**src/rtl/dvi_video_timing_pkg.sv**
```systemverilog
// Shared types and default timing for the DVI raster generator.
//   COLOR_W / PIX_W : per-channel and packed {R,G,B} pixel widths
//   rgb_t           : packed pixel payload
//   VGA_*           : 640x480@60 default raster timing
package dvi_video_timing_pkg;

    localparam int unsigned COLOR_W = 8;
    localparam int unsigned PIX_W   = 3 * COLOR_W;

    typedef struct packed {
        logic [COLOR_W-1:0] r;
        logic [COLOR_W-1:0] g;
        logic [COLOR_W-1:0] b;
    } rgb_t;

    localparam logic [PIX_W-1:0] BORDER_DEFAULT = '0;

    // 640x480@60, 25.175 MHz pixel clock
    localparam int unsigned VGA_H_ACT  = 640;
    localparam int unsigned VGA_H_FP   = 16;
    localparam int unsigned VGA_H_SYNC = 96;
    localparam int unsigned VGA_H_BP   = 48;
    localparam int unsigned VGA_V_ACT  = 480;
    localparam int unsigned VGA_V_FP   = 10;
    localparam int unsigned VGA_V_SYNC = 2;
    localparam int unsigned VGA_V_BP   = 33;

endpackage

```
**src/rtl/dvi_timing_counter.sv**
```systemverilog
// One raster axis: position counter plus region decode.
//   clk, rst : clock, synchronous active-high reset
//   inc      : advance one position (wraps after the last position)
//   clr      : force the count to 0 on the next edge (overrides inc)
//   cnt      : current position
//   wrap     : cnt is the last position of the axis
//   active   : cnt in [0, ACT)
//   sync     : cnt in [ACT+FP, ACT+FP+SYNC)
module dvi_timing_counter #(
    parameter int unsigned CW   = 12,
    parameter int unsigned ACT  = 640,
    parameter int unsigned FP   = 16,
    parameter int unsigned SYNC = 96,
    parameter int unsigned BP   = 48
) (
    input  logic          clk,
    input  logic          rst,
    input  logic          inc,
    input  logic          clr,
    output logic [CW-1:0] cnt,
    output logic          wrap,
    output logic          active,
    output logic          sync
);

    localparam int unsigned  TOTAL      = ACT + FP + SYNC + BP;
    localparam logic [CW-1:0] LAST       = CW'(TOTAL - 1);
    localparam logic [CW-1:0] ACT_END    = CW'(ACT);
    localparam logic [CW-1:0] SYNC_START = CW'(ACT + FP);
    localparam logic [CW-1:0] SYNC_END   = CW'(ACT + FP + SYNC);

    logic [CW-1:0] cnt_q;
    logic [CW-1:0] cnt_d;

    // Next position: clear wins, then wrap-or-increment
    always_comb begin
        cnt_d = cnt_q;
        if (clr) begin
            cnt_d = '0;
        end else if (inc) begin
            cnt_d = (cnt_q == LAST) ? '0 : cnt_q + CW'(1);
        end
    end

    always_ff @(posedge clk) begin
        if (rst) begin
            cnt_q <= '0;
        end else begin
            cnt_q <= cnt_d;
        end
    end

    assign cnt    = cnt_q;
    assign wrap   = (cnt_q == LAST);
    assign active = (cnt_q < ACT_END);
    assign sync   = (cnt_q >= SYNC_START) && (cnt_q < SYNC_END);

endmodule

```
**src/rtl/dvi_video_timing.sv**
```systemverilog
// Raster timing generator and pixel fetcher for the DVI TX stage.
//   CLK, RESET        : pixel clock, synchronous active-high reset
//   EN                : run the raster; low holds counters at 0 and blanks outputs
//   PIX_DATA/EMPTY    : head word / empty flag of the upstream FWFT FIFO
//   PIX_RD            : FIFO pop, combinational from counters and PIX_EMPTY
//   TX_RED/GRN/BLU    : registered pixel, 0 in blanking, BORDER on underflow
//   TX_HS/TX_VS/TX_DE : registered syncs (polarity per HS_POL/VS_POL) and data enable
//   FRAME_START       : one-cycle pulse with the first active pixel of a frame
//   UNDERFLOW         : sticky underflow flag, cleared at frame start
module dvi_video_timing
    import dvi_video_timing_pkg::*;
#(
    parameter int unsigned       H_ACT  = VGA_H_ACT,
    parameter int unsigned       H_FP   = VGA_H_FP,
    parameter int unsigned       H_SYNC = VGA_H_SYNC,
    parameter int unsigned       H_BP   = VGA_H_BP,
    parameter int unsigned       V_ACT  = VGA_V_ACT,
    parameter int unsigned       V_FP   = VGA_V_FP,
    parameter int unsigned       V_SYNC = VGA_V_SYNC,
    parameter int unsigned       V_BP   = VGA_V_BP,
    parameter bit                HS_POL = 1'b0,
    parameter bit                VS_POL = 1'b0,
    parameter logic [PIX_W-1:0]  BORDER = BORDER_DEFAULT,
    parameter int unsigned       CW     = 12
) (
    input  logic               CLK,
    input  logic               RESET,
    input  logic               EN,
    input  logic [PIX_W-1:0]   PIX_DATA,
    input  logic               PIX_EMPTY,
    output logic               PIX_RD,
    output logic [COLOR_W-1:0] TX_RED,
    output logic [COLOR_W-1:0] TX_GRN,
    output logic [COLOR_W-1:0] TX_BLU,
    output logic               TX_HS,
    output logic               TX_VS,
    output logic               TX_DE,
    output logic               FRAME_START,
    output logic               UNDERFLOW
);

    logic [CW-1:0] h_cnt;
    logic [CW-1:0] v_cnt;
    logic          h_wrap;
    logic          v_wrap_unused;
    logic          h_active, v_active;
    logic          h_sync, v_sync;

    dvi_timing_counter #(
        .CW(CW), .ACT(H_ACT), .FP(H_FP), .SYNC(H_SYNC), .BP(H_BP)
    ) u_h_cnt (
        .clk    (CLK),
        .rst    (RESET),
        .inc    (EN),
        .clr    (~EN),
        .cnt    (h_cnt),
        .wrap   (h_wrap),
        .active (h_active),
        .sync   (h_sync)
    );

    // Vertical axis steps once per completed line
    dvi_timing_counter #(
        .CW(CW), .ACT(V_ACT), .FP(V_FP), .SYNC(V_SYNC), .BP(V_BP)
    ) u_v_cnt (
        .clk    (CLK),
        .rst    (RESET),
        .inc    (EN & h_wrap),
        .clr    (~EN),
        .cnt    (v_cnt),
        .wrap   (v_wrap_unused),
        .active (v_active),
        .sync   (v_sync)
    );

    logic de_w, hs_w, vs_w, frame_start_w, underflow_w;

    assign de_w          = h_active & v_active;
    assign hs_w          = h_sync ^ ~HS_POL;
    assign vs_w          = v_sync ^ ~VS_POL;
    assign frame_start_w = (h_cnt == '0) && (v_cnt == '0);
    assign underflow_w   = de_w & PIX_EMPTY;

    // Pop only while a real pixel is consumed; never during reset
    assign PIX_RD = EN & ~RESET & de_w & ~PIX_EMPTY;

    logic de_q, de_d;
    logic hs_q, hs_d;
    logic vs_q, vs_d;
    logic fs_q, fs_d;
    logic uf_q, uf_d;
    rgb_t rgb_q, rgb_d;

    // Single output stage; EN low forces blank/inactive but keeps the sticky flag
    always_comb begin
        de_d  = 1'b0;
        rgb_d = '0;
        hs_d  = ~HS_POL;
        vs_d  = ~VS_POL;
        fs_d  = 1'b0;
        uf_d  = uf_q;
        if (EN) begin
            de_d = de_w;
            hs_d = hs_w;
            vs_d = vs_w;
            fs_d = frame_start_w;
            if (de_w) begin
                rgb_d = PIX_EMPTY ? rgb_t'(BORDER) : rgb_t'(PIX_DATA);
            end
            // A set in the frame-start cycle wins over the clear
            if (underflow_w) begin
                uf_d = 1'b1;
            end else if (frame_start_w) begin
                uf_d = 1'b0;
            end
        end
    end

    always_ff @(posedge CLK) begin
        if (RESET) begin
            de_q  <= 1'b0;
            rgb_q <= '0;
            hs_q  <= ~HS_POL;
            vs_q  <= ~VS_POL;
            fs_q  <= 1'b0;
            uf_q  <= 1'b0;
        end else begin
            de_q  <= de_d;
            rgb_q <= rgb_d;
            hs_q  <= hs_d;
            vs_q  <= vs_d;
            fs_q  <= fs_d;
            uf_q  <= uf_d;
        end
    end

    assign TX_RED      = rgb_q.r;
    assign TX_GRN      = rgb_q.g;
    assign TX_BLU      = rgb_q.b;
    assign TX_HS       = hs_q;
    assign TX_VS       = vs_q;
    assign TX_DE       = de_q;
    assign FRAME_START = fs_q;
    assign UNDERFLOW   = uf_q;

endmodule
```
**config.mk**
```make
export PLATFORM = sky130hd
export DESIGN_NAME = dvi_video_timing
export DESIGN_NICKNAME = d
export VERILOG_FILES = /design/src/rtl/dvi_video_timing_pkg.sv /design/src/rtl/dvi_timing_counter.sv /design/src/rtl/dvi_video_timing.sv
export SDC_FILE = /design/constraint.sdc
export NUM_CORES = 1
export LEC_CHECK = 0
export CAP_MARGIN = 10
export CORE_MARGIN = 8
export CORE_UTILIZATION = 42
export CTS_CLUSTER_SIZE = 24
export DETAILED_ROUTE_END_ITERATION = 12
export MAX_ROUTING_LAYER = met4
export PLACE_DENSITY = 0.79
export SETUP_SLACK_MARGIN = 0.15
export SLEW_MARGIN = 20
export SYNTH_ARGS = -nofsm -noshare
export SYNTH_HDL_FRONTEND = slang
export SYNTH_SLANG_ARGS = --single-unit
```
**constraint.sdc**
```tcl
create_clock -name CLK -period 2.8 [get_ports CLK]
set_input_delay 0.84 -clock CLK [delete_from_list [all_inputs] [get_ports CLK]]
set_output_delay 0.84 -clock CLK [all_outputs]
set_load 0.02 [all_outputs]
```
# Yosys cells after proc, flatten, opt, wreduce, memory -nomap -nowiden
# Index checks and enable logic that the tools add are counted.
# classes
addsub,2
muxes,3
eq_ne,2
bitwise_logic,12
n_reduce_logical,10
magnitude_cmp,6
# ops
op,count
12-bit by 1-bit adder with 12-bit output (second input constant),2
12-bit by 10-bit == test with 1-bit output (second input constant),2
12-bit zero test,2
12-bit by 10-bit less-than comparator with 1-bit output (second input constant),2
12-bit by 9-bit less-than comparator with 1-bit output (second input constant),2
12-bit by 10-bit >= comparator with 1-bit output (second input constant),1
12-bit by 9-bit >= comparator with 1-bit output (second input constant),1
12-bit two-way mux,1
1-bit AND,6
1-bit NOT,6
4-bit OR reduction,1
1-bit logical AND,3
3-bit OR reduction,1
1-bit two-way mux,2
2-bit AND reduction,1
2-bit nonzero test,1
2-bit OR reduction,1
# totals
wordCells,45
inputBits,28
ff_bits,53

# Depth between registers and ports, before layout
# logic_depth
depth_word,5
ltp_mapped,6
mapped_depth_nobuf,6

# Cells and area by module
# A second synthesis with hierarchy kept.
# unflattened
hier_cells,221
hier_area_um2,2140.8
# by_module_without_submodules
module,cells_each,seq_area_each_um2,area_per_inst_um2,n_inst
dvi_video_timing,81,580.6,923.4,1
dvi_timing_counter (u_v_cnt),70,240.2,611.8,1
dvi_timing_counter (u_h_cnt),70,240.2,605.6,1

# Worst setup path before layout
# No wires, ideal clock.
# synth_path
path_type,input-to-output
startpoint,input port EN
endpoint,output port PIX_RD
path_slack_ns,-0.182
path_stages,4
arrival_time_ns,2.142
cell_sequence,nor2b_1 -> nand3_1 -> nor4b_1 -> clkbuf_1
# synth_between
elab_chain_cells,3
# synth_lines
element,line,source
from (decl),dvi_video_timing.sv:28,"input logic EN,"
1-bit AND (3 in series),dvi_video_timing.sv:85,assign PIX_RD = EN & ~RESET & de_w & ~PIX_EMPTY;
to (decl),dvi_video_timing.sv:31,"output logic PIX_RD,"
# No other way between the ends.

# Final worst setup path
# layout_path
startpoint,input port PIX_EMPTY
endpoint,output port PIX_RD
# layout_between
elab_chain_cells,2
# layout_lines
element,line,source
from (decl),dvi_video_timing.sv:30,"input logic PIX_EMPTY,"
1-bit NOT,dvi_video_timing.sv:85,
1-bit AND,dvi_video_timing.sv:85,
# No other way between the ends.

==> summary.md <==
| Metric | Value |
|---|---|
| Status | `finished, final reports clean` |
| Clock transition at the registers of the reported paths | `0.08 ns` |
| Avg Inst Size Synth | `9.46 um2` |
| Largest net degree at the start of global routing | `25` |
| Post-synthesis mux area share | `0%` |
| Clock Latency Late Sink | `0.30 ns` |
| Router iterations before antenna repair | `4` |
| Syn Inst Count | `212` |
| Worst Reg-to-Reg Cells | `5` |
| RSZ-0062 raised after global routing | `false` |
| Sequential power share | `52.2%` |
| Final setup TNS | `0 ns` |
| Critical Path AT | `1.76 ns` |
| Nets | `312` |
| DRC violations left | `0` |
| Final WL | `4740 um` |
| Routability-driven placement congestion ratio | `0.846` |
| CTS buffer count | `5` |
| Ports | `58` |
| Synth Area in Simple Gates | `31.2%` |
| Die Height | `85.1 um` |
| Utilization after layout | `61.0%` |
| Placed standard-cell area | `2680 um2` |
| Clock sink count | `53` |
| WL per Instance | `14.2 um` |
| Core area | `4660 um2` |
| Sw frac | `19.5%` |
| Worst Max-Slew Pin Slew | `0.480 ns` |
| Compound-gate portion of the synthesized area | `5.55%` |
| Worst vdd ir | `0.329 mV` |
| Max Cap Violations | `0` |
| Hold Path Cell Cnt | `1` |
| Gr ovfl total | `0` |
| First-pass GRT wire length | `7620 um` |
| Post-route ant nets | `0` |
| Slew margin rel. | `68.0%` |
| Fin Hold WS | `0.492 ns` |
| Number of global-route vias before repair | `1582` |
| Die Wd | `85.1 um` |
| Die area | `7240 um2` |
| First-iteration detailed-routing DRC count | `108` |
| Port bufs | `57` |
| Crit-path max FO | `2` |
| Antenna violations before repair | `0` |
| Clock Skew | `0.00970 ns` |
| Post-Syn Nets | `244` |
| H-tree Lvls | `2` |
| Pwr Density | `520 nW/um2` |
| Dpl ws | `-0.828 ns` |
| Diode count | `0` |
| NetSw | `288 uW` |
| P_leak | `1.02 nW` |
| Max Root-Sink Buffers | `2` |
| PnR worst setup slack | `0.199 ns` |
| HPWL after DPL | `3700 um` |
| Gate power share | `7.8%` |
| Syn Std Cell Area | `2010 um2` |
| Final instance area | `2840 um2` |
| Crit. End Element | `output pin` |
| Row count | `25` |
| Synth cell types | `32` |
| Fin crit period | `2.60 ns` |
| Yosys warns | `0` |
| Post-synthesis xor/xnor area fraction | `5.24%` |
| Final slew viol count | `0` |
| Clk network pwr share | `40.1%` |
| Post-synthesis sequential area ratio | `52.9%` |
| Crit path required time | `1.96 ns` |
| Via density | `5.05` |
| Layout cells sized above 1 | `11.0%` |
| Seq cells post-synth | `53` |
| Pint | `1.19 mW` |
| Post-Synth Adder-Cell Area | `2.50%` |
| Clock root cell | `clkbuf_8` |
| Min-delay worst type | `reg -> reg` |
| Fin crit share | `92.9%` |
| Initial cell density of the core | `43.0%` |
| Synth-to-layout area growth | `41.7%` |
| Max frequency | `384 MHz` |
| DR vias | `1691` |
| Critical path startpoint category | `input port` |
| Setup Viol. Count Final | `0` |
| CTS tree | `yes` |
| GRT Total Usage | `13.4%` |
| Main combinational cell family by area after synthesis | `simple AND/OR/NAND/NOR gates` |
| Hold Vio Cnt, Final | `0` |
| Critical path class | `in -> out` |
[sequential cells by signal (all words and copies together) (netlist names)]
| signal | count |
|---|---|
| u_h_cnt.cnt | 12 |
| TX_RED | 8 |
| FRAME_START | 1 |
| TX_BLU | 8 |
| TX_DE | 1 |
| TX_HS | 1 |
| TX_VS | 1 |
| UNDERFLOW | 1 |
| u_v_cnt.cnt | 12 |
| TX_GRN | 8 |
[path summary, 6_finish.rpt]
check / startpoint / end / slack (ns)
min reg2reg: u_h_cnt.cnt[0] / u_h_cnt.cnt[0] / 0.49
max: PIX_EMPTY / PIX_RD / 0.20
min: u_h_cnt.cnt[0] / u_h_cnt.cnt[0] / 0.49
max reg2reg: u_h_cnt.cnt[0] / u_v_cnt.cnt[10] / 0.50
[cells in the final DEF (no fill, tap or decap), types with 2 or more instances in the layout]
cell type | netlist | final
nand2_1 | 12 | 12
bufinv_16 | 0 | 2
o21ai_0 | 7 | 7
or4_4 | 2 | 2
a21oi_1 | 10 | 10
nor2_1 | 22 | 22
buf_4 | 0 | 10
and3_1 | 2 | 2
xnor2_1 | 11 | 11
inv_1 | 7 | 7
ha_1 | 4 | 4
nor3_1 | 4 | 4
nand3_1 | 8 | 7
nor4_1 | 5 | 5
or3_2 | 4 | 4
nand4_1 | 10 | 10
clkbuf_8 | 0 | 5
clkdlybuf4s50_1 | 0 | 54
or3_1 | 6 | 6
dfxtp_1 | 53 | 53
and2_1 | 25 | 25
or4_1 | 2 | 2
[cell families (layout without fill, tap and decap cells)]
group	count (synthesis)	in the layout
XOR/XNOR	12	12
adder cells (fa/ha/maj)	4	4
buffers and inverters	12	81
AO/OA/AOI/OAI	20	20
flip-flops	53	53
AND/OR/NAND/NOR	111	111
[timing repair]
item | 4_1_cts | 5_1_grt
resized for setup | 11 | 3
pin swaps | 1 | 1
hold buffers | 0 | 0
gates cloned | 0 | 0
buffers inserted | 2 | 2
endpoints found under the setup margin | 1 | 1
[layer usage]
metal / up-vias / share of wire [%] / wire, um / global-route usage, %
li1: 868 / - / - / -
met1: 781 / 43 / 2020 / 15.4
met2: 34 / 51 / 2430 / 22.2
met3: 8 / 4.4 / 208 / 2.99
met4: 0 / 1.8 / 85 / 5.02
met5: - / 0 / 0 / -
[worst max-delay path: stages]
cell             delay, ns
clkdlybuf4s50_1       0.45
nor4b_4               0.28
buf_4                 0.19
[power by group through the flow]
stage	logic [mW]	clock network (mW)	registers, mW
after global routing	0.123	0.636	0.772
after CTS	0.114	0.611	0.771
final	0.115	0.592	0.771
after global placement	0.110	0	0.788
after floorplan	0.0237	0	0.804
after detailed placement	0.112	0	0.789
[stage by stage]
step                      power (mW)  cells
final                           1.48    335
after global routing            1.53    335
after CTS                       1.50    333
after detailed placement       0.901    323
after global placement         0.899    323
after floorplan                0.827    212
[final cells by class]
| class | instances | area (um2) |
|---|---|---|
| repair buffers | 66 | 626 |
| well taps | 54 | 67.6 |
| inverters | 7 | 26.3 |
| clock inverters | 3 | 65.1 |
| fillers | 392 | 1820 |
| clock buffers | 5 | 68.8 |
| flip-flops and latches | 53 | 1060 |
| multi-input cells | 147 | 927 |
[Yosys cell counts]
cell	number	area, um2
o21ai_2	1	8.76
and2_1	25	156
nand3_1	8	40.0
and4_1	1	8.76
inv_1	7	26.3
nand4_1	10	62.6
or3_1	6	37.5
nor4_1	5	31.3
or3_2	4	30.0
buf_6	1	11.3
a21oi_1	10	50.1
ha_1	4	50.1
nor4b_1	1	8.76
or4_1	2	15.0
a32o_1	1	10.0
clkbuf_1	4	15.0
nor3_1	4	20.0
nor2_1	22	82.6
o21ai_0	7	35.0
nand4b_1	1	8.76
and3_1	2	12.5
nor2b_1	2	12.5
or2_2	1	6.26
nand2_1	12	45.0
xnor2_1	11	96.3
nor3b_1	1	7.51
dfxtp_1	53	1060
o31ai_1	1	7.51
xor2_1	1	8.76
nand3b_1	1	7.51
nor4bb_1	1	10.0
or4_4	2	22.5
(Power assumes the default switching activity.)
